===== config.mk =====
export PLATFORM = sky130hd
export DESIGN_NAME = edge_line_ctrl
export DESIGN_NICKNAME = d
export VERILOG_FILES = /design/src/rtl/edge_line_ctrl.sv
export SDC_FILE = /design/constraint.sdc
export NUM_CORES = 1
export LEC_CHECK = 0
export BUFFER_PORTS_ARGS = -buffer_cell sky130_fd_sc_hd__buf_2
export CELL_PAD_IN_SITES_DETAIL_PLACEMENT = 0
export CELL_PAD_IN_SITES_GLOBAL_PLACEMENT = 1
export CORE_ASPECT_RATIO = 1.4
export CORE_UTILIZATION = 43
export DETAILED_ROUTE_END_ITERATION = 8
export PLACE_DENSITY_LB_ADDON = 0.1
export SLEW_MARGIN = 10
export SYNTH_ARGS = -nofsm -noshare
export SYNTH_HDL_FRONTEND = slang
export SYNTH_SLANG_ARGS = --single-unit

===== constraint.sdc =====
create_clock -name I_CORE_CLK -period 2.9 [get_ports I_CORE_CLK]
set_input_delay 0.58 -clock I_CORE_CLK [delete_from_list [all_inputs] [get_ports I_CORE_CLK]]
set_output_delay 0.58 -clock I_CORE_CLK [all_outputs]
set_load 0.01 [all_outputs]

===== src/rtl/edge_line_ctrl.sv =====
// edge_line_ctrl: raster sequencer for the Sobel core -- frame/row/column tracking,
// line-buffer control, window/border flags and sync re-timing. Macro: EDGE_LINE_CTRL_LEN_CHECK_EN.
module edge_line_ctrl #(
  parameter int unsigned MAX_WIDTH = 1024,
  parameter int unsigned COL_W     = 10,
  parameter int unsigned ROW_W     = 11,
  parameter int unsigned PIPE_LAT  = 4
) (
  input  logic             I_CORE_CLK,
  input  logic             I_RST,
  input  logic             I_PIX_EN,
  input  logic             I_VSYNC,
  input  logic             I_HSYNC,
  input  logic             I_DE,
  output logic [COL_W-1:0] O_LB_ADDR,
  output logic             O_LB_WE,
  output logic             O_LB_SEL,
  output logic [COL_W-1:0] O_COL,
  output logic [ROW_W-1:0] O_ROW,
  output logic             O_WIN_VALID,
  output logic             O_BORDER,
  output logic             O_VSYNC,
  output logic             O_HSYNC,
  output logic             O_DE,
  output logic             O_LINE_ERR
);

  localparam logic [COL_W-1:0] COL_MAX = COL_W'(MAX_WIDTH - 1);
  localparam logic [ROW_W-1:0] ROW_MAX = '1;

  typedef enum logic [1:0] {
    ST_IDLE   = 2'd0,
    ST_VBLANK = 2'd1,
    ST_ACTIVE = 2'd2,
    ST_HBLANK = 2'd3
  } state_e;

  state_e                      state_q, state_d;
  logic                        vs_prev_q;
  logic [COL_W-1:0]            col_q, col_d;
  logic [COL_W-1:0]            last_q, last_d;
  logic [ROW_W-1:0]            row_q, row_d;
  logic                        sel_q, sel_d;
  logic                        we_q, we_d;
  logic                        win_q, win_d;
  logic                        bord_q, bord_d;
  logic [PIPE_LAT-1:0][2:0]    sync_q;
  logic [COL_W-1:0]            col_nxt_c;
  logic                        vs_rise_c, pix_c, line_end_c;

  // Frame start wins over any pixel or line end on the same strobe.
  assign vs_rise_c  = I_PIX_EN & I_VSYNC & ~vs_prev_q;
  assign pix_c      = I_PIX_EN & I_DE & ~vs_rise_c & (state_q != ST_IDLE);
  assign line_end_c = I_PIX_EN & ~I_DE & ~vs_rise_c & (state_q == ST_ACTIVE);
  assign col_nxt_c  = (state_q != ST_ACTIVE) ? '0 :
                      (col_q == COL_MAX)     ? COL_MAX : col_q + COL_W'(1);

  always_ff @(posedge I_CORE_CLK or negedge I_RST) begin
    if (!I_RST) state_q <= ST_IDLE;
    else        state_q <= state_d;
  end

  always_comb begin
    state_d = state_q;
    if (vs_rise_c) begin
      state_d = ST_VBLANK;
    end else if (I_PIX_EN) begin
      case (state_q)
        ST_VBLANK, ST_HBLANK: if (I_DE)  state_d = ST_ACTIVE;
        ST_ACTIVE:            if (!I_DE) state_d = ST_HBLANK;
        default:              state_d = state_q;
      endcase
    end
  end

  // Position, line-buffer and window flags; everything holds between strobes except the write pulse.
  always_comb begin
    col_d  = col_q;
    row_d  = row_q;
    sel_d  = sel_q;
    last_d = last_q;
    we_d   = 1'b0;
    win_d  = win_q;
    bord_d = bord_q;
    if (vs_rise_c) begin
      col_d  = '0;
      row_d  = '0;
      sel_d  = 1'b0;
      last_d = '0;
      win_d  = 1'b0;
      bord_d = 1'b0;
    end else if (pix_c) begin
      col_d  = col_nxt_c;
      we_d   = 1'b1;
      win_d  = (row_q >= ROW_W'(2)) && (col_nxt_c >= COL_W'(2));
      // First and last complete window of the line, or the top centre row.
      bord_d = win_d && ((row_q == ROW_W'(1)) || (col_nxt_c == COL_W'(2)) ||
                         (col_nxt_c == last_q));
    end else if (I_PIX_EN) begin
      win_d  = 1'b0;
      bord_d = 1'b0;
      if (line_end_c) begin
        col_d  = '0;
        row_d  = (row_q == ROW_MAX) ? ROW_MAX : row_q + ROW_W'(1);
        sel_d  = ~sel_q;
        last_d = col_q;
      end
    end
  end

  always_ff @(posedge I_CORE_CLK or negedge I_RST) begin
    if (!I_RST) begin
      vs_prev_q <= 1'b0;
      col_q     <= '0;
      row_q     <= '0;
      sel_q     <= 1'b0;
      last_q    <= '0;
      we_q      <= 1'b0;
      win_q     <= 1'b0;
      bord_q    <= 1'b0;
    end else begin
      if (I_PIX_EN) vs_prev_q <= I_VSYNC;
      col_q  <= col_d;
      row_q  <= row_d;
      sel_q  <= sel_d;
      last_q <= last_d;
      we_q   <= we_d;
      win_q  <= win_d;
      bord_q <= bord_d;
    end
  end

  // Sync/DE delay line, advanced on strobes only.
  always_ff @(posedge I_CORE_CLK or negedge I_RST) begin
    if (!I_RST) begin
      sync_q <= '0;
    end else if (I_PIX_EN) begin
      for (int i = int'(PIPE_LAT) - 1; i > 0; i--) sync_q[i] <= sync_q[i-1];
      sync_q[0] <= {I_VSYNC, I_HSYNC, I_DE};
    end
  end

`ifdef EDGE_LINE_CTRL_LEN_CHECK_EN
  logic             first_q, first_d;
  logic             ovf_q, ovf_d;
  logic             err_q, err_d;
  logic [COL_W-1:0] ref_q, ref_d;

  // Reference width comes from the first line of the frame; overflow is a pixel past the last column.
  always_comb begin
    first_d = first_q;
    ovf_d   = ovf_q;
    err_d   = err_q;
    ref_d   = ref_q;
    if (vs_rise_c) begin
      first_d = 1'b1;
      ovf_d   = 1'b0;
      err_d   = 1'b0;
      ref_d   = '0;
    end else if (pix_c) begin
      ovf_d = (state_q == ST_ACTIVE) && (ovf_q || (col_q == COL_MAX));
    end else if (line_end_c) begin
      first_d = 1'b0;
      if (first_q) ref_d = col_q;
      err_d = err_q || ovf_q || (!first_q && (col_q != ref_q));
    end
  end

  always_ff @(posedge I_CORE_CLK or negedge I_RST) begin
    if (!I_RST) begin
      first_q <= 1'b0;
      ovf_q   <= 1'b0;
      err_q   <= 1'b0;
      ref_q   <= '0;
    end else begin
      first_q <= first_d;
      ovf_q   <= ovf_d;
      err_q   <= err_d;
      ref_q   <= ref_d;
    end
  end

  assign O_LINE_ERR = err_q;
`else
  assign O_LINE_ERR = 1'b0;
`endif

  assign O_LB_ADDR   = col_q;
  assign O_LB_WE     = we_q;
  assign O_LB_SEL    = sel_q;
  assign O_COL       = col_q;
  assign O_ROW       = row_q;
  assign O_WIN_VALID = win_q;
  assign O_BORDER    = bord_q;
  assign O_VSYNC     = sync_q[PIPE_LAT-1][2];
  assign O_HSYNC     = sync_q[PIPE_LAT-1][1];
  assign O_DE        = sync_q[PIPE_LAT-1][0];

endmodule


== After elaboration in Yosys (flattened, before gate mapping) ==
Index checks and enable logic that the tools add are counted.

* Memory bits (read-only): 0
* Output and inout port bits: 39
* Flip-flop bits (word level): 50
* Input bits: 6
* Logic and storage cells: 86
* Memories: 0
* Memory bits (writable): 0
* Latch bits: 0

* Div/mod/pow operators: 0
* Shift operators: 0
* $add $sub $neg: 2
* $lt $le $gt $ge: 2
* Reductions and logical operators: 14
* Multiply operators: 0
* Muxes and demuxes: 31
* Equality and inequality tests: 12
* Bitwise logic cells: 12

{| class="wikitable"
|+ Operators by type and width
! operator !! number
|-
| $mux W10 || 10
|-
| $mux W11 || 5
|-
| $add A11 B1 Y11 const B || 1
|-
| $eq A11 B1 Y1 const B || 1
|-
| $eq A11 B11 Y1 const B || 1
|-
| $ge A11 B2 Y1 const B || 1
|-
| $mux W1 || 11
|-
| $add A10 B1 Y10 const B || 1
|-
| $eq A10 B10 Y1 || 1
|-
| $eq A10 B10 Y1 const B || 1
|-
| $eq A10 B2 Y1 const B || 1
|-
| $ge A10 B2 Y1 const B || 1
|-
| $reduce_bool A3 Y1 || 3
|-
| $and A1 B1 Y1 || 8
|-
| $mux W2 || 4
|-
| $ne A3 B3 Y1 const B || 2
|-
| $reduce_bool A2 Y1 || 3
|-
| $eq A2 B2 Y1 const B || 2
|-
| $ne A2 B2 Y1 const B || 2
|-
| $not A1 Y1 || 4
|-
| $pmux W2 S2 || 1
|-
| $reduce_and A4 Y1 || 1
|-
| $reduce_and A3 Y1 || 1
|-
| $eq A2 B1 Y1 const B || 1
|-
| other kinds (4) || 6
|}

== Logic depth before layout (Yosys ltp) ==
Gate-level depths: netlist of the first run.

* Word-level depth: 9
* Mapped depth: 9
* Depth with buffers taken out: 8

== Least setup slack after synthesis of the first run ==
Ideal clock, no wire load.

* Path kind: reg2reg
* Start point: register col_q[0] (netlist: O_COL[0])
* End point: register bord_q (netlist: O_BORDER)
* Buffers on the path: 1
* Stages on the path, launching flop included: 8
* Arrival time: 2.572 ns
* Required time: 2.818 ns
* Library setup time: 0.082 ns
* Period minus slack after synthesis: 2.654 ns
* Slack: 0.246 ns
* Cells stage by stage: dfrtp_1 ha_1 buf_2 a2111oi_0 mux2_2 a211o_1 or4_1 a31oi_1

* Cells in the longest elaborated chain, start to end: 9
* Elaborated cells between the ends (all ways): 13
* Those cells by class: add/sub (1); order compare (1); eq/ne (3); mux (4); reduce/logical (4)

{| class="wikitable"
|+ RTL lines
! element !! RTL line !! source
|-
| from (decl) || 40 || <nowiki>logic [COL_W-1:0] col_q, col_d;</nowiki>
|-
| from (signal assigned) || 123 || <nowiki>col_q <= col_d;</nowiki>
|-
| $add A10 B1 Y10 / $eq A10 B10 Y1 (equally long branches) || 56 || <nowiki>(col_q == COL_MAX) ? COL_MAX : col_q + COL_W'(1);</nowiki>
|-
| $mux W10 * || 56 ||
|-
| $mux W10 * || 55 || <nowiki>assign col_nxt_c = (state_q != ST_ACTIVE) ? '0 :</nowiki>
|-
| parallel branches: the longest is 3 deep, another holds $ge A10 B2 Y1 || - ||
|-
| $logic_and A1 B1 Y1 * || 97 || <nowiki>bord_d = win_d && ((row_q == ROW_W'(1)) || (col_nxt_c == COL_W'(2)) ||</nowiki>
|-
| $mux W1 * || 92 || <nowiki>end else if (pix_c) begin</nowiki>
|-
| $mux W1 * || 85 || <nowiki>if (vs_rise_c) begin</nowiki>
|-
| to (signal assigned) || 129 || <nowiki>bord_q <= bord_d;</nowiki>
|-
| to (decl) || 46 || <nowiki>logic bord_q, bord_d;</nowiki>
|}

Every way passes the cells marked *.
A chain may end at the register's enable or synchronous reset.

== Final worst setup path of the first run ==
* Start point: register col_q[4] (netlist: O_COL[4])
* End point: register bord_q (netlist: O_BORDER)

The elaborated chain is that of the path after synthesis.

==> metrics.md, run 1 <==
| Metric | Value |
|---|---|
| Hold-fix buffers at CTS | `0` |
| Leakage power summed over all cells | `1.47 nW` |
| Total design power | `approximately 0.0016 W` |
| Final Skew | `between 0.009 and 0.01 ns` |
| Total congestion overflow after global routing | `0` |
| Stage delay of the slowest cell on the critical path | `approximately 0.54 ns` |
| Total CTS buffers | `5` |
| Starting density of the core | `0.445` |
| Slew headroom | `0.630` |
| First-pass DRT Iterations | `5` |
| Signed area change from the synthesized netlist to the final layout | `16.4%` |
| Vias after detailed routing | `2353` |
| Average detailed-routed wire length per instance | `around 18 um` |
| Final Hold Fails | `0` |
| Number of rows created at floorplan | `34` |
| Sum of buffers and inverters on the critical path | `1` |
| Core Box Area | `~6200 um^2` |
| Most common library cell in the layout ignoring fill and taps | `sky130_fd_sc_hd__dfrtp_1` |
| Final Cycle Share | `0.920` |
| Proportion of layout cells with a drive suffix above 1 | `0.270` |
| Post-synthesis cell area | `2740 um^2` |
| Biggest area consumer among synthesized cells | `sky130_fd_sc_hd__dfrtp_1` |
| Total length of routed wires | `about 7300 um` |
| Sequential-to-total area share from yosys stat | `0.447` |
| R2r endpoint | `O_BORDER$_DFFE_PN0P_` |
| CTS tree | `built` |
| Slowest cell on the critical path | `sky130_fd_sc_hd__dfrtp_1` |
| Antenna violations before repair | `0` |
| Flip-flop and latch count after synthesis | `just under 50` |
| Endpoints failing setup | `0` |
| Chip width | `between 60 and 70 um` |
| Path type of the worst min-delay path | `in -> async` |
| Wire length on met1 | `between 3000 and 4000 um` |
| Vias per cell | `roughly 5.7` |
| Cell at the root of the clock tree | `sky130_fd_sc_hd__clkbuf_8` |
| Share of the synthesized area in the top cell type | `0.447` |
| Clock slew at the register clock pins of the worst setup and hold paths | `0.10 ns` |
| Post-route DRC | `0` |
| Placed wire-length estimate after detailed placement | `between 5000 and 6000 um` |
| Final Max Tran Viols | `0` |
| Gate count after technology mapping | `slightly below 300` |
| Maximum number of pins on one net before global-route repair | `26` |
| Worst Tran Pin Value | `roughly 0.55 ns` |
| Critical Path Stages | `7` |
| Post-route ant nets | `0` |
| Launching element type of the critical path | `register` |
| Placed cell count | `a little over 400` |
| Syn nets | `roughly 300` |
| Post-cts gate resize count | `0` |
| Result of the run | `completed` |
| R2r startpoint | `O_COL[4]$_DFFE_PN0P_` |
| Post CTS Setup Buffer Count | `0` |
| Clock insertion delay at the later pin of the skew report | `0.30 ns` |
| Maximum frequency from static timing analysis | `about 0.37 GHz` |
| Kind of critical path | `reg -> reg` |
| Finished Layout Cells | `a little over 400` |
| Count of pins on the block boundary | `between 40 and 50` |
| Cell family with most CP delay | `compound AO/OA/AOI/OAI gates` |
| Worst vdd ir | `around 0.32 mV` |
| Maximum clock insertion buffer count | `2` |
| FFs w/ async S/R, synth | `1.00` |
| Initial detailed-routing violation count | `150` |
| Yosys warning total | `0` |
| Shortest clock period the worst path allows after layout | `2.67 ns` |
| Setup TNS | `0 ns` |
| Met3 wire len | `between 200 and 250 um` |
| Sort of element at the end of the critical path | `register` |
| Biggest fanout along the worst timing path | `8` |
| Commonest cells after routing, fill and taps aside | `sky130_fd_sc_hd__dfrtp_1, sky130_fd_sc_hd__buf_2, sky130_fd_sc_hd__nand2_1` |
| Crit path required time | `about 3.1 ns` |
| Met2 routed wirelength | `~3800 um` |
| Weighted congestion at the end of routability-driven global placement | `0.940` |
| Number of input and output port buffers inserted | `43` |
| Ys flop type | `sky130_fd_sc_hd__dfrtp_1` |
| Minimum setup slack among reg-to-reg paths | `about 0.23 ns` |
| Top post-synthesis cells by area | `sky130_fd_sc_hd__dfrtp_1, sky130_fd_sc_hd__nand2_1, sky130_fd_sc_hd__mux2_2, sky130_fd_sc_hd__a21oi_1, sky130_fd_sc_hd__buf_4` |
| Crit-path cells | `nand4_4 > a2111oi_0 > buf_4 > mux2_2 > a211o_1 > or4_1 > a31oi_1` |
| Die H | `96.5 um` |
| Total power per unit cell area | `around 500 nW/um^2` |
| Die area | `6710 um^2` |
| Setup repair after global routing missed its margin | `no` |
| Mapped Avg Cell Area | `9.36 um^2` |
| Uppermost layer routed | `met4` |
| Max-cap check violation count | `0` |
| Number of enable-type register cells in the synthesized netlist | `0` |
| Number of cells on the worst reg-to-reg path | `7` |
| Total global routing track utilization | `0.231` |
| Number of clock sinks | `49` |
| Worst path arrival time | `around 2.9 ns` |
| Number of antenna diodes | `0` |
| First-pass GRT wire length | `12000 um` |
| Number of library cell types mapped by synthesis | `54` |
| Number of levels in the clock H-tree | `2` |
| Via count of the first global-routing pass | `2321` |
| Nets@finish | `350` |
[synth_stat cells (2+ instances only)]
cell / count
sky130_fd_sc_hd__buf_6: 2
sky130_fd_sc_hd__dfrtp_1: 49
sky130_fd_sc_hd__a31oi_1: 7
sky130_fd_sc_hd__nand2_1: 37
sky130_fd_sc_hd__nand3_1: 10
sky130_fd_sc_hd__nor3_1: 11
sky130_fd_sc_hd__a211o_1: 2
sky130_fd_sc_hd__and3_1: 5
sky130_fd_sc_hd__ha_1: 4
sky130_fd_sc_hd__a21o_1: 4
sky130_fd_sc_hd__or3_1: 3
sky130_fd_sc_hd__nor4_1: 4
sky130_fd_sc_hd__clkbuf_1: 6
sky130_fd_sc_hd__a211oi_1: 8
sky130_fd_sc_hd__mux2_2: 11
sky130_fd_sc_hd__a31oi_4: 2
sky130_fd_sc_hd__o21ai_0: 13
sky130_fd_sc_hd__a21oi_1: 24
sky130_fd_sc_hd__xnor2_1: 6
sky130_fd_sc_hd__buf_4: 12
sky130_fd_sc_hd__a22o_1: 5
sky130_fd_sc_hd__nor2_1: 21
sky130_fd_sc_hd__nand4_1: 2
sky130_fd_sc_hd__buf_2: 2
sky130_fd_sc_hd__o22ai_1: 3
sky130_fd_sc_hd__inv_1: 12
[power by group]
group	switching [W]	internal [W]
sequential	0.0000434	0.000734
combinational	0.000151	0.000111
clock	0.000247	0.000347
[through the flow]
stage | worst slack, ns | hold slack, ns | util | area, um^2
after floorplan | 0.246 | 0.284 | - | 2740
after global placement | 0.278 | 0.475 | 0.495 | 3060
after detailed placement | 0.255 | 0.480 | 0.495 | 3060
after CTS | 0.233 | 0.137 | 0.518 | 3190
after global routing | 0.0980 | 0.139 | 0.518 | 3190
final | 0.231 | 0.134 | 0.518 | 3190
[state kept, by name (all words and copies together), names as in the netlist]
register	cells
O_DE	1
O_LB_WE	1
O_WIN_VALID	1
O_HSYNC	1
vs_prev_q	1
O_VSYNC	1
sync_q	8
state_q	2
O_ROW	11
O_BORDER	1
O_LB_SEL	1
last_q	10
O_COL	10
[worst reg2reg max path, cell delays in order (launching register included)]
cell	delay (ns)
sky130_fd_sc_hd__dfrtp_1	0.54
sky130_fd_sc_hd__nand4_4	0.19
sky130_fd_sc_hd__a2111oi_0	0.48
sky130_fd_sc_hd__buf_4	0.20
sky130_fd_sc_hd__mux2_2	0.32
sky130_fd_sc_hd__a211o_1	0.28
sky130_fd_sc_hd__or4_1	0.41
sky130_fd_sc_hd__a31oi_1	0.17
[how the worst max path moves through the flow]
| stage | from | end | slack (ns) |
|---|---|---|---|
| after detailed placement | O_COL[4]$_DFFE_PN0P_ | O_BORDER$_DFFE_PN0P_ | 0.25 |
| final | O_COL[4]$_DFFE_PN0P_ | O_BORDER$_DFFE_PN0P_ | 0.23 |
| after global placement | O_COL[7]$_DFFE_PN0P_ | O_BORDER$_DFFE_PN0P_ | 0.28 |
| after CTS | O_COL[4]$_DFFE_PN0P_ | O_BORDER$_DFFE_PN0P_ | 0.23 |
| after global routing | O_COL[4]$_DFFE_PN0P_ | O_BORDER$_DFFE_PN0P_ | 0.1 |
| after floorplan | O_COL[0]$_DFFE_PN0P_ | O_BORDER$_DFFE_PN0P_ | 0.25 |
[cell type report]
type,count,area [um^2]
clock inverter,3,68.8
multi-input combinational,209,1330
timing repair buffer,63,365
inverter,12,45.0
clock buffer,5,68.8
tap,72,90.1
fill,588,2980
sequential,49,1230
[metal layers]
metal,vias to the layer above,GRT usage
met2,77,0.421
li1,1136,-
met1,1124,0.276
met4,0,0.104
met5,-,0
met3,16,0.0270
[logic make-up after synthesis]
family                   share of synthesized area
AO/OA/AOI/OAI                                0.198
XOR/XNOR                                    0.0223
adder cells (fa/ha/maj)                     0.0182
buffers and inverters                       0.0707
flip-flops                                   0.447
multiplexers                                0.0488
other                                      0.00137
AND/OR/NAND/NOR                              0.194
No activity file was read; power rests on OpenSTA's default activity.
==> inputs of run 2 (changes only) <==
--- a/config.mk
+++ b/config.mk
@@ -9,7 +9,7 @@
 export CELL_PAD_IN_SITES_DETAIL_PLACEMENT = 0
 export CELL_PAD_IN_SITES_GLOBAL_PLACEMENT = 1
 export CORE_ASPECT_RATIO = 1.4
-export CORE_UTILIZATION = 43
+export CORE_UTILIZATION = 39
 export DETAILED_ROUTE_END_ITERATION = 8
 export PLACE_DENSITY_LB_ADDON = 0.1
 export SLEW_MARGIN = 10
==> constraint.sdc (replaced) <==
create_clock -name I_CORE_CLK -period 2.2 [get_ports I_CORE_CLK]
set_input_delay 0.44 -clock I_CORE_CLK [delete_from_list [all_inputs] [get_ports I_CORE_CLK]]
set_output_delay 0.44 -clock I_CORE_CLK [all_outputs]
set_load 0.01 [all_outputs]
==> metrics.md, run 2 (synthesis gave the netlist of run 1 again) <==
| Metric | Value |
|---|---|
| Die area | `7380 um^2` |
| Commonest cells after routing, fill and taps aside | `sky130_fd_sc_hd__buf_4, sky130_fd_sc_hd__dfrtp_1, sky130_fd_sc_hd__buf_2` |
| Seq pwr share | `0.478` |
| Final Max Tran Viols | `0` |
| Endpoints failing setup | `1` |
| Number of clock sinks | `49` |
| Count of pins on the block boundary | `45` |
| Combinational group share of total power | `0.203` |
| Core Box Area | `6700 um^2` |
| Shortest clock period the worst path allows after layout | `2.31 ns` |
| Clock slew at the register clock pins of the worst setup and hold paths | `~0.10 ns` |
| Total length of routed wires | `7810 um` |
| First-pass DRT Iterations | `4` |
| Maximum clock insertion buffer count | `2` |
| Proportion of layout cells with a drive suffix above 1 | `0.403` |
| Biggest fanout along the worst timing path | `6` |
| Slew headroom | `0.627` |
| Via count of the first global-routing pass | `between 2000 and 3000` |
| Signed area change from the synthesized netlist to the final layout | `33.7%` |
| Path type of the worst min-delay path | `in -> async` |
| Total power per unit cell area | `about 580 nW/um^2` |
| Nets@finish | `between 300 and 400` |
| Most common library cell in the layout ignoring fill and taps | `sky130_fd_sc_hd__buf_4` |
| Crit path required time | `roughly 2.4 ns` |
| Sort of element at the end of the critical path | `register` |
| Antenna violations before repair | `0` |
| P_sw | `approximately 0.00061 W` |
| Maximum frequency from static timing analysis | `between 0.4 and 0.5 GHz` |
| Initial detailed-routing violation count | `around 150` |
| Leakage power summed over all cells | `about 1.7 nW` |
| Result of the run | `complete, but fails checks` |
| Worst path arrival time | `around 2.5 ns` |
| Maximum number of pins on one net before global-route repair | `29` |
| Average detailed-routed wire length per instance | `16.7 um` |
| Final Skew | `approximately 0.0075 ns` |
| Launching element type of the critical path | `register` |
| Worst vdd ir | `a little over 0.4 mV` |
| Chip width | `about 73 um` |
| Flip-flop count of the largest register after layout | `11` |
| Post-route ant nets | `0` |
| Total congestion overflow after global routing | `0` |
| Internal power contribution | `between 0.0015 and 0.002 W` |
| Placed wire-length estimate after detailed placement | `between 5000 and 6000 um` |
| Number of levels in the clock H-tree | `2` |
| Final Hold Fails | `0` |
| Vias per cell | `5.41` |
| Cell at the root of the clock tree | `sky130_fd_sc_hd__clkbuf_8` |
| Max-cap check violation count | `0` |
| Final Cycle Share | `1.05` |
| Hold-fix buffers at CTS | `0` |
| Worst Tran Pin Value | `~0.56 ns` |
| Smallest setup slack after layout | `-0.106 ns` |
| Total CTS buffers | `5` |
| Post-route DRC | `0` |
| Vias after detailed routing | `between 2000 and 3000` |
| Kind of critical path | `reg -> reg` |
| Violations in the final reports | `negative setup slack` |
| Weighted congestion at the end of routability-driven global placement | `0.980` |
| Setup repair after global routing missed its margin | `yes` |
| Placed Instance Area | `about 3400 um^2` |
| Worst slack, placed | `-0.139 ns` |
| Clock insertion delay at the later pin of the skew report | `0.31 ns` |
| Relative contribution of the clock network to total power | `0.319` |
| First-pass GRT wire length | `between 10000 and 15000 um` |
| Number of antenna diodes | `0` |
| Starting density of the core | `0.410` |
| Total design power | `about 0.0021 W` |
| Die H | `approximately 100 um` |
| Design Area, Final | `roughly 3700 um^2` |
| CTS tree | `built` |
| Number of rows created at floorplan | `35` |
| Number of input and output port buffers inserted | `43` |
| Total global routing track utilization | `0.228` |
| Switching part of the total | `0.287` |
[run 2: cell types whose count changed in the layout (fill, tap and decap cells not counted), sizes merged]
| cell | change |
|---|---|
| bufinv | -1 |
| inv | +1 |
| buf | +36 |
[run 2: layer usage]
layer | track usage | wire [um] | vias up
li1 | - | - | 1207
met1 | 0.268 | 3150 | 1234
met2 | 0.405 | 4050 | 79
met3 | 0.0378 | 310 | 19
met4 | 0.101 | 297 | 0
met5 | 0 | 0 | -
[run 2: critical path, stage by stage, from the launching register on]
cell and delay (ns):
sky130_fd_sc_hd__dfrtp_2 0.43, sky130_fd_sc_hd__ha_4 0.21, sky130_fd_sc_hd__and2_4 0.20, sky130_fd_sc_hd__a31oi_4 0.10
sky130_fd_sc_hd__o21ai_2 0.18, sky130_fd_sc_hd__nand4_1 0.12, sky130_fd_sc_hd__a221o_1 0.29, sky130_fd_sc_hd__or4_4 0.52
sky130_fd_sc_hd__a31oi_1 0.18
[run 2: area by class of cell]
| class | instances | area (um^2) |
|---|---|---|
| fillers | 643 | 3030 |
| multi-input cells | 209 | 1480 |
| flip-flops and latches | 49 | 1230 |
| repair buffers | 99 | 676 |
| well taps | 92 | 115 |
| clock buffers | 5 | 68.8 |
| clock inverters | 3 | 47.5 |
| inverters | 12 | 45.0 |
[run 2: stage by stage]
| step | TNS, ns | utilization | hold WS [ns] | cells |
|---|---|---|---|---|
| finish | -0.106 | 0.548 | 0.104 | 469 |
| detailed placement | -0.139 | 0.507 | 0.460 | 458 |
| CTS | -0.110 | 0.525 | 0.119 | 466 |
| floorplan | -0.0943 | - | 0.144 | 293 |
| global route | -0.149 | 0.548 | 0.146 | 469 |
| global placement | -0.0728 | 0.507 | 0.463 | 458 |
[run 2: worst paths after layout]
check	startpoint	to	slack, ns	cells after the start
setup / recovery	O_COL[1]$_DFFE_PN0P_	O_BORDER$_DFFE_PN0P_	-0.11	8
hold / removal	I_RST	O_COL[6]$_DFFE_PN0P_	0.10	1
setup reg to reg	O_COL[1]$_DFFE_PN0P_	O_BORDER$_DFFE_PN0P_	-0.11	8
hold reg to reg	O_WIN_VALID$_DFFE_PN0P_	O_WIN_VALID$_DFFE_PN0P_	0.51	1
max in group asynchronous	I_RST	O_ROW[7]$_DFFE_PN0P_	1.56	2
min in group I_CORE_CLK	I_HSYNC	sync_q[1]$_DFFE_PN0P_	0.36	2
[run 2: power by group through the flow]
stage	clock, W	sequential (W)	combinational [W]
floorplan	0	0.00106	0.000204
detailed placement	0	0.00103	0.000415
CTS	0.000698	0.00102	0.000417
global route	0.000724	0.00103	0.000477
finish	0.000677	0.00102	0.000430
global placement	0	0.00103	0.000419
[run 2: timing repair]
action | 4_1_cts | 5_1_grt
setup buffers | 0 | 3
resized for setup | 5 | 22
endpoints found under the hold margin | 0 | 0
pin swaps | 0 | 12
setup endpoints to repair | 1 | 4
==> inputs of run 3 (changes only) <==
--- a/config.mk
+++ b/config.mk
@@ -12,6 +12,7 @@
 export CORE_UTILIZATION = 39
 export DETAILED_ROUTE_END_ITERATION = 8
 export PLACE_DENSITY_LB_ADDON = 0.1
+export RECOVER_POWER = 25
 export SLEW_MARGIN = 10
 export SYNTH_ARGS = -nofsm -noshare
 export SYNTH_HDL_FRONTEND = slang
==> metrics.md, run 3 (synthesis gave the netlist of run 1 again) <==
| Metric | Value |
|---|---|
| Antenna violations before repair | `0` |
| Result of the run | `complete, but fails checks` |
| Sort of element at the end of the critical path | `register` |
| Vias after detailed routing | `between 2000 and 3000` |
| Leakage power summed over all cells | `between 1.5 and 2 nW` |
| Flip-flop count of the largest register after layout | `11` |
| Shortest clock period the worst path allows after layout | `between 2 and 2.5 ns` |
| Max-cap check violation count | `0` |
| Setup TNS | `-0.0974 ns` |
| Utilization after layout | `0.544` |
| Final Hold Fails | `0` |
| Number of levels in the clock H-tree | `2` |
| Smallest setup slack after layout | `-0.0974 ns` |
| Initial detailed-routing violation count | `between 150 and 200` |
| Path type of the worst min-delay path | `in -> reg` |
| Most common library cell in the layout ignoring fill and taps | `sky130_fd_sc_hd__buf_4` |
| Number of rows created at floorplan | `35` |
| Crit path required time | `around 2.4 ns` |
| Crit-path cells | `ha_4 > and2_4 > a31oi_4 > o21ai_2 > nand4_1 > a221o_1 > or4_4 > a31oi_1` |
| Number of input and output port buffers inserted | `43` |
| Launching element type of the critical path | `register` |
| Cell at the root of the clock tree | `sky130_fd_sc_hd__clkbuf_8` |
| Met2 routed wirelength | `about 4100 um` |
| R2r endpoint | `O_BORDER$_DFFE_PN0P_` |
| Total power per unit cell area | `~580 nW/um^2` |
| Endpoints failing setup | `1` |
| Commonest cells after routing, fill and taps aside | `sky130_fd_sc_hd__buf_4, sky130_fd_sc_hd__dfrtp_1, sky130_fd_sc_hd__buf_2` |
| Worst slack, placed | `-0.139 ns` |
| Hold-fix buffers at CTS | `0` |
| Die area | `between 7000 and 8000 um^2` |
| Vias per cell | `5.41` |
| Final Cycle Share | `1.04` |
| Clock insertion delay at the later pin of the skew report | `~0.31 ns` |
| Wire length on met1 | `around 3100 um` |
| Total length of routed wires | `a little under 8000 um` |
| Worst vdd ir | `just over 0.4 mV` |
| Number of antenna diodes | `0` |
| Kind of critical path | `reg -> reg` |
| Placed wire-length estimate after detailed placement | `5800 um` |
| Weighted congestion at the end of routability-driven global placement | `just under 1` |
| Hold path startpoint | `I_HSYNC` |
| Starting density of the core | `0.410` |
| Filler Cell Count | `~650` |
| Maximum frequency from static timing analysis | `~0.44 GHz` |
| Maximum clock insertion buffer count | `2` |
| Violations in the final reports | `negative setup slack` |
| Worst path arrival time | `~2.5 ns` |
| Final Max Tran Viols | `0` |
| Maximum number of pins on one net before global-route repair | `29` |
| Stage delay of the slowest cell on the critical path | `~0.52 ns` |
| Total global routing track utilization | `0.228` |
| Total congestion overflow after global routing | `0` |
| Clock slew at the register clock pins of the worst setup and hold paths | `about 0.10 ns` |
| Post-route ant nets | `0` |
| Average detailed-routed wire length per instance | `around 17 um` |
| Met3 wire len | `342 um` |
| Number of cells on the worst reg-to-reg path | `8` |
| Via count of the first global-routing pass | `about 2500` |
| Hold path cells | `2` |
| Biggest fanout along the worst timing path | `6` |
| Placed cell count | `between 400 and 500` |
| Slowest cell on the critical path | `sky130_fd_sc_hd__or4_4` |
| Total CTS buffers | `5` |
| Uppermost layer routed | `met4` |
| Worst Tran Pin Value | `~1.3 ns` |
| Post-route DRC | `0` |
| Number of clock sinks | `49` |
| First-pass GRT wire length | `12700 um` |
| Setup repair after global routing missed its margin | `yes` |
| Count of pins on the block boundary | `between 40 and 50` |
| Die H | `101 um` |
| R2r startpoint | `O_COL[1]$_DFFE_PN0P_` |
| CTS tree | `built` |
| Finished Layout Cells | `approximately 470` |
| End point of the most critical hold path | `sync_q[1]$_DFFE_PN0P_` |
| Minimum setup slack among reg-to-reg paths | `-0.1 ns` |
| First-pass DRT Iterations | `4` |
| Signed area change from the synthesized netlist to the final layout | `32.9%` |
| Final Skew | `about 0.0072 ns` |
| Proportion of layout cells with a drive suffix above 1 | `0.395` |
| Nets@finish | `between 300 and 400` |
| Slew headroom | `0.160` |
| Core Box Area | `6700 um^2` |
| Chip width | `72.9 um` |
[run 3: changes by cell type in the layout (fill, tap and decap cells not counted), sizes merged]
cell / previous run / this run
buf: 99 / 95
clkbuf: 5 / 9
[run 3: final cells by class]
cell class,count,area (um^2),area share
multi-input cells,209,1480,0.407
inverters,12,45.0,0.0123
clock buffers,5,68.8,0.0189
clock inverters,3,47.5,0.0130
repair buffers,99,654,0.179
flip-flops and latches,49,1230,0.338
well taps,92,115,0.0316
[run 3: worst max path at each step]
stage	to	startpoint	slack, ns
6_report	O_BORDER$_DFFE_PN0P_	O_COL[1]$_DFFE_PN0P_	-0.1
3_5_place_dp	O_BORDER$_DFFE_PN0P_	O_COL[0]$_DFFE_PN0P_	-0.14
5_1_grt	O_BORDER$_DFFE_PN0P_	O_COL[1]$_DFFE_PN0P_	-0.14
2_1_floorplan	O_BORDER$_DFFE_PN0P_	O_COL[0]$_DFFE_PN0P_	-0.09
4_1_cts	O_BORDER$_DFFE_PN0P_	O_COL[0]$_DFFE_PN0P_	-0.11
3_3_place_gp	O_BORDER$_DFFE_PN0P_	O_COL[0]$_DFFE_PN0P_	-0.07
[run 3: worst max-delay path: cells and delay by family, from the launching register on]
family	cells	cell delay, ns
and+or+nand+nor	3	0.83
DFF	1	0.43
adders and majority gates	1	0.21
AOI/OAI and AO/OA	4	0.75
[run 3: per-stage QoR]
stage	cell area, um^2	hold slack (ns)	power (W)
2_1_floorplan	2790	0.144	0.00126
6_report	3650	0.362	0.00212
3_3_place_gp	3400	0.463	0.00145
5_1_grt	3650	0.358	0.00222
3_5_place_dp	3400	0.460	0.00145
4_1_cts	3520	0.119	0.00213
[run 3: layer usage]
metal | vias up | GRT usage
met4 | 0 | 0.101
met3 | 18 | 0.0378
met5 | - | 0
met2 | 89 | 0.405
li1 | 1208 | -
met1 | 1224 | 0.268
[run 3: what timing repair did]
action / 4_1_cts / 5_1_grt
endpoints found under the setup margin: 1 / 4
buffers inserted: 0 / 3
pin swaps: 0 / 12
gates resized for setup: 5 / 22
[run 3: power by group]
part | total, W | switching [W] | internal, W | leakage, nW
combinational | 0.000425 | 0.000231 | 0.000194 | 0.949
sequential | 0.00102 | 0.0000467 | 0.000969 | 0.643
clock | 0.000676 | 0.000329 | 0.000347 | 0.0591
